--- config.mk ---
export PLATFORM = sky130hd
export DESIGN_NAME = cpu_trap_ctrl
export DESIGN_NICKNAME = d
export VERILOG_FILES = /design/src/rtl/cpu_trap_ctrl.sv
export SDC_FILE = /design/constraint.sdc
export NUM_CORES = 1
export LEC_CHECK = 0
export CORE_AREA = 2 2 104 106
export DETAILED_ROUTE_END_ITERATION = 7
export DIE_AREA = 0 0 106 108
export DONT_BUFFER_PORTS = 1
export PLACE_DENSITY = 0.62
export SYNTH_ARGS = -nofsm -noshare
export SYNTH_HDL_FRONTEND = slang
export SYNTH_SLANG_ARGS = --single-unit
--- constraint.sdc ---
create_clock -name clk -period 4.6 [get_ports clk]
set_input_delay 0.23 -clock clk [delete_from_list [all_inputs] [get_ports clk]]
set_output_delay 0.23 -clock clk [all_outputs]
set_load 0.05 [all_outputs]
--- src/rtl/cpu_trap_ctrl.sv ---
// Machine-mode trap controller: prioritises interrupts, exceptions and privilege violations,
// holds trap CSR state and sequences trap entry / mret through flush and redirect.
// Optional: define CPU_TRAP_IRQ_SYNC_EN to add a 2-flop synchroniser on irq.
module cpu_trap_ctrl #(
  parameter int unsigned XLEN          = 32,
  parameter int unsigned NUM_EXC       = 4,
  parameter int unsigned NUM_IRQ       = 4,
  parameter int unsigned CAUSE_W       = 5,
  parameter int unsigned ILLEGAL_CAUSE = 2
) (
  input  logic               clk,
  input  logic               rst_n,
  input  logic               instr_valid,
  input  logic [XLEN-1:0]    instr_pc,
  input  logic [1:0]         required_priv,
  input  logic               csr_write,
  input  logic [11:0]        csr_addr,
  input  logic [NUM_EXC-1:0] exc_req,
  input  logic [XLEN-1:0]    exc_tval,
  input  logic [NUM_IRQ-1:0] irq,
  input  logic [NUM_IRQ-1:0] irq_en,
  input  logic               mret,
  input  logic [XLEN-1:0]    mtvec,
  input  logic               ie_we,
  input  logic               ie_wdata,
  output logic               flush_req,
  input  logic               flush_ack,
  output logic               redirect_valid,
  output logic [XLEN-1:0]    redirect_pc,
  output logic [CAUSE_W-1:0] trap_cause,
  output logic [XLEN-1:0]    trap_epc,
  output logic [XLEN-1:0]    trap_tval,
  output logic [1:0]         priv,
  output logic               mie,
  output logic               busy
);

  localparam int unsigned IDX_W = CAUSE_W - 1;
  localparam logic [1:0]  PRIV_M = 2'b11;
  localparam logic [1:0]  PRIV_U = 2'b00;

  typedef enum logic [1:0] {
    ST_IDLE     = 2'd0,
    ST_FLUSH    = 2'd1,
    ST_REDIRECT = 2'd2
  } state_e;

  state_e              state_q, state_d;
  logic [XLEN-1:0]     target_q, target_d;
  logic [CAUSE_W-1:0]  cause_q, cause_d;
  logic [XLEN-1:0]     epc_q, epc_d;
  logic [XLEN-1:0]     tval_q, tval_d;
  logic [1:0]          priv_q, priv_d;
  logic                mie_q, mie_d;
  logic                mpie_q, mpie_d;
  logic [1:0]          mpp_q, mpp_d;
  logic                is_mret_q, is_mret_d;

  logic [NUM_IRQ-1:0]  irq_s;
  logic [NUM_IRQ-1:0]  irq_pend;
  logic                irq_any, exc_any, illegal;
  logic                trap_evt, mret_evt;
  logic [IDX_W-1:0]    irq_idx, exc_idx;
  logic [XLEN-1:0]     vec_base, trap_target;
  logic                unused_csr_bits;

`ifdef CPU_TRAP_IRQ_SYNC_EN
  logic [NUM_IRQ-1:0] irq_s1_q, irq_s2_q;

  // Two-stage synchroniser for asynchronous interrupt lines
  always_ff @(posedge clk or negedge rst_n) begin
    if (!rst_n) begin
      irq_s1_q <= '0;
      irq_s2_q <= '0;
    end else begin
      irq_s1_q <= irq;
      irq_s2_q <= irq_s1_q;
    end
  end
  assign irq_s = irq_s2_q;
`else
  assign irq_s = irq;
`endif

  assign unused_csr_bits = ^{csr_addr[11:10], csr_addr[7:0]};

  assign irq_pend = irq_s & irq_en & {NUM_IRQ{mie_q}};
  assign irq_any  = |irq_pend;
  assign exc_any  = |exc_req;
  assign illegal  = (priv_q < required_priv) || (csr_write && (priv_q < csr_addr[9:8]));

  // Lowest-index priority encoders
  always_comb begin
    irq_idx = '0;
    for (int i = int'(NUM_IRQ) - 1; i >= 0; i--) begin
      if (irq_pend[i]) irq_idx = IDX_W'(i);
    end
  end

  always_comb begin
    exc_idx = '0;
    for (int i = int'(NUM_EXC) - 1; i >= 0; i--) begin
      if (exc_req[i]) exc_idx = IDX_W'(i);
    end
  end

  assign trap_evt = (state_q == ST_IDLE) && instr_valid && (irq_any || exc_any || illegal);
  assign mret_evt = (state_q == ST_IDLE) && instr_valid && mret && !trap_evt;

  // Only interrupts are offset in vectored mode; exceptions land on the base
  assign vec_base    = {mtvec[XLEN-1:2], 2'b00};
  assign trap_target = ((mtvec[1:0] == 2'b01) && irq_any)
                       ? vec_base + (XLEN'(irq_idx) << 2)
                       : vec_base;

  always_comb begin
    state_d   = state_q;
    target_d  = target_q;
    cause_d   = cause_q;
    epc_d     = epc_q;
    tval_d    = tval_q;
    priv_d    = priv_q;
    mie_d     = mie_q;
    mpie_d    = mpie_q;
    mpp_d     = mpp_q;
    is_mret_d = is_mret_q;

    unique case (state_q)
      ST_IDLE: begin
        if (trap_evt) begin
          state_d   = ST_FLUSH;
          epc_d     = instr_pc;
          mpie_d    = mie_q;
          mie_d     = 1'b0;
          mpp_d     = priv_q;
          target_d  = trap_target;
          is_mret_d = 1'b0;
          if (irq_any) begin
            cause_d = {1'b1, irq_idx};
            tval_d  = '0;
          end else if (exc_any) begin
            cause_d = {1'b0, exc_idx};
            tval_d  = exc_tval;
          end else begin
            cause_d = {1'b0, IDX_W'(ILLEGAL_CAUSE)};
            tval_d  = '0;
          end
        end else if (mret_evt) begin
          state_d   = ST_FLUSH;
          target_d  = epc_q;
          is_mret_d = 1'b1;
        end else if (ie_we) begin
          mie_d = ie_wdata;
        end
      end
      ST_FLUSH: begin
        if (flush_ack) state_d = ST_REDIRECT;
      end
      ST_REDIRECT: begin
        state_d = ST_IDLE;
        // Privilege stack moves as the redirect retires
        if (is_mret_q) begin
          priv_d = mpp_q;
          mie_d  = mpie_q;
          mpie_d = 1'b1;
          mpp_d  = PRIV_U;
        end else begin
          priv_d = PRIV_M;
        end
      end
      default: state_d = ST_IDLE;
    endcase
  end

  always_ff @(posedge clk or negedge rst_n) begin
    if (!rst_n) begin
      state_q   <= ST_IDLE;
      target_q  <= '0;
      cause_q   <= '0;
      epc_q     <= '0;
      tval_q    <= '0;
      priv_q    <= PRIV_M;
      mie_q     <= 1'b0;
      mpie_q    <= 1'b0;
      mpp_q     <= PRIV_U;
      is_mret_q <= 1'b0;
    end else begin
      state_q   <= state_d;
      target_q  <= target_d;
      cause_q   <= cause_d;
      epc_q     <= epc_d;
      tval_q    <= tval_d;
      priv_q    <= priv_d;
      mie_q     <= mie_d;
      mpie_q    <= mpie_d;
      mpp_q     <= mpp_d;
      is_mret_q <= is_mret_d;
    end
  end

  // Handshake strobes decode directly from state so reset removes them at once
  assign flush_req      = (state_q == ST_FLUSH);
  assign redirect_valid = (state_q == ST_REDIRECT);
  assign redirect_pc    = target_q;
  assign busy           = (state_q != ST_IDLE);
  assign trap_cause     = cause_q;
  assign trap_epc       = epc_q;
  assign trap_tval      = tval_q;
  assign priv           = priv_q;
  assign mie            = mie_q;

endmodule

==> metrics.txt <==
crit start category flop; PnR worst setup slack 1340 ps; Max Fclk between 300 and 400 MHz; Crit Reg-Reg Startpoint mie; fin nets 700; crit path DAT 3540 ps; setup TNS 0 ps; Fin Clk Skew 7.42 ps; yosys warns 0; Critical Path Sink redirect_pc[22]; TritonCTS clock tree done; Layout area overhead 19.6%; DIE WIDTH 106 microns; ANT nets after route 0; final wirelength 13.8 mm; total of max-cap violations 0; Max-slew headroom 17.2%; setup bufs post-CTS 0; GPL Wtd Cong between 0.7 and 0.8; clock root buffer clkbuf_8; Core ar. 10200 sq um; clk_lat worst skew a little under 400 ps; slowest CP cell dfrtp_1; Worst setup startpoint mie; Switching Fraction 56.2%; H-tree levels 3; Int Power 0.00209 W; largest net degree at the start of global routing 109; clock share of power approximately 14%; post-synth cell types 52; Longest Clk Path Bufs 2; Core Rows 37; synthesized area per cell 9.83 sq um; Seq pwr share 68.1%; Lkg Pwr between 2 and 3 nW; period utilisation layout about 71%; EDFF count, synth 0; leading cell type in the layout, fill and taps excluded nand2_1; register-to-register setup slack 1340 ps; clock sink count 108; Filler cells around 860; Fin. Hold Viols 0; worst reg2reg path depth 11; GRT Total Usage 24.7%; Die Y around 110 microns; CTS Buf Count 9; RSZ-0062 raised after global routing false; most frequent cell on the critical path inv_1; setup violators final 0; status complete, no violations; WL per Instance 19.6 microns; # resized after CTS 0; Top FF cell, synth dfrtp_1; Crit Path Max Fanout 11; HPWL after DPL approximately 9 mm; antenna violations before repair 0; die area between 10000 and 15000 sq um; Pins Over Slew Limit 0; Port Buffers 0; highest-count cells in the layout ignoring fill and taps nand2_1 (119), dfrtp_1 (106), dlygate4sd3_1 (66); Via Count 4100; FF+latch count, synth between 100 and 150; global-route wire length before repair 21.8 mm; Worst Tran Pin Value 1240 ps; Place WS roughly 1400 ps; Max stage delay on crit path slightly below 800 ps; asr flop ratio synth 100%; Initial Utilization 49.2%; GRT overflow 0; CP endpoint kind flop; worst path required time around 4900 ps; n_diodes 0; combinational share of power 17.5%; Synth Instances 512; Vias/cell 5.81; Synth Cell Area ~5000 sq um; min Tclk post-route 3260 ps; CP cell instances inv_1 > a221oi_1 > ha_1 > inv_1 > fa_1 > a2111oi_2 > buf_4 > nand2_1 > nor3_1 > xnor2_1 > a21oi_1; Min-Delay Path Depth 2; share of cells above drive strength 1 6.14%; Hold Path Class input pin to flop; Worst-path clk slew 100 ps; pwr/cell area 794 nW/um^2; P_sw 0.00269 W; via count of the first global-routing pass approximately 4200; DRC Markers 0; critical path type flop to flop; worst r2r dst redirect_pc[22]; Iter 0 DRT Violations 218; io pins 237; Seq/Total Area, Yosys 53.7%; First-pass DRT Iterations 4; maximum VDD drop 0.488 mV
==> area by class of cell <==
type	instances	area, sq um	area share (%)
clock buffer	9	124	2.06
clock inverter	7	115	1.91
inverter	16	60.1	0.998
multi-input combinational	359	2130	35.3
sequential	108	2710	44.9
tap	136	170	2.83
timing repair buffer	71	718	11.9
==> power groups by stage <==
stage / registers [W] / logic [W] / clock network [W]
global route: 0.00331 / 0.000952 / 0.000742
CTS: 0.00325 / 0.000842 / 0.000703
finish: 0.00325 / 0.000838 / 0.000688
floorplan: 0.00312 / 0.000666 / 0
detailed placement: 0.00327 / 0.000772 / 0
global placement: 0.00326 / 0.000739 / 0
==> critical path, delay by kind of cell (launching register included) <==
kind                     cells  cell delay, ps
buffers and inverters        3             490
flip-flops                   1             790
AND/OR/NAND/NOR              2             400
AO/OA/AOI/OAI                3             640
adder cells (fa/ha/maj)      2             640
XOR/XNOR                     1             160
==> through the flow <==
step	total power (W)	hold WS, ps	std cells	util [%]	cell area, sq um
after floorplan	0.00379	-65.6	513	-	5040
after global placement	0.00400	-62.7	623	49.8	5090
after detailed placement	0.00404	-62.3	623	49.8	5090
after CTS	0.00480	6.82	706	58.8	6020
after global routing	0.00500	7.73	706	58.8	6020
final	0.00478	24.4	706	58.8	6020
==> logic make-up (layout without fill, tap and decap cells) <==
logic type	Yosys count	count (layout)	synth area share [%]
XOR/XNOR	28	28	4.87
adder cells (fa/ha/maj)	5	5	1.39
AND/OR/NAND/NOR	203	203	18.2
other	1	2	0.0745
buffers and inverters	46	103	4.40
multiplexers	3	3	0.646
flip-flops	108	108	53.7
AO/OA/AOI/OAI	118	118	16.7
==> cell usage after synthesis, types with 2 or more instances <==
master	instances	share of area, %
nand2_1	119	8.9
dfrtp_1	106	53
a22o_1	34	5.9
nor2_1	25	1.9
a21oi_1	21	2.1
a22oi_1	17	2.5
inv_1	16	1.2
nand4_1	14	1.7
xnor2_1	14	2.4
xor2_1	14	2.4
clkbuf_1	12	0.89
o22ai_1	11	1.4
nand3_1	10	0.99
nor3_1	10	0.99
o21ai_1	10	0.99
o21ai_0	9	0.89
buf_2	8	0.80
buf_4	8	1.2
and3_1	6	0.75
ha_1	4	0.99
nand2b_1	4	0.50
and2_1	3	0.37
a221o_1	2	0.40
a22oi_2	2	0.50
a31oi_1	2	0.25
dfstp_2	2	1.0
nand3b_1	2	0.30
nor2b_1	2	0.25
o31ai_1	2	0.30
==> metal layers <==
metal	share of wire, %	wire (microns)	GRT usage [%]	up-vias
met5	0	0	0	-
met1	40	5500	30.2	2028
met3	8.9	1230	10.4	30
li1	-	-	-	1878
met2	49	6750	39.4	164
met4	2.4	337	8.83	0
==> timing repair <==
action,4_1_cts,5_1_grt
hold buffers,67,0
endpoints found under the hold margin,174,0
setup endpoints to repair,0,0
==> worst min-delay path by stage <==
stage | from | to | slack, ps
2_1_floorplan | rst_n | is_mret_q | -70
3_3_place_gp | rst_n | trap_tval[7] | -60
3_5_place_dp | rst_n | trap_tval[10] | -60
4_1_cts | mtvec[27] | redirect_pc[27] | 7
5_1_grt | mtvec[31] | redirect_pc[31] | 8
6_report | mtvec[31] | redirect_pc[31] | 20
==> state kept, by name (all words and copies together) (netlist names) <==
register,count
redirect_pc,32
priv,2
trap_tval,32
is_mret_q,1
trap_cause,3
trap_epc,32
mie,1
mpp_q,2
state_q,2
mpie_q,1
Note: power is estimated with default switching activity, not from simulation.
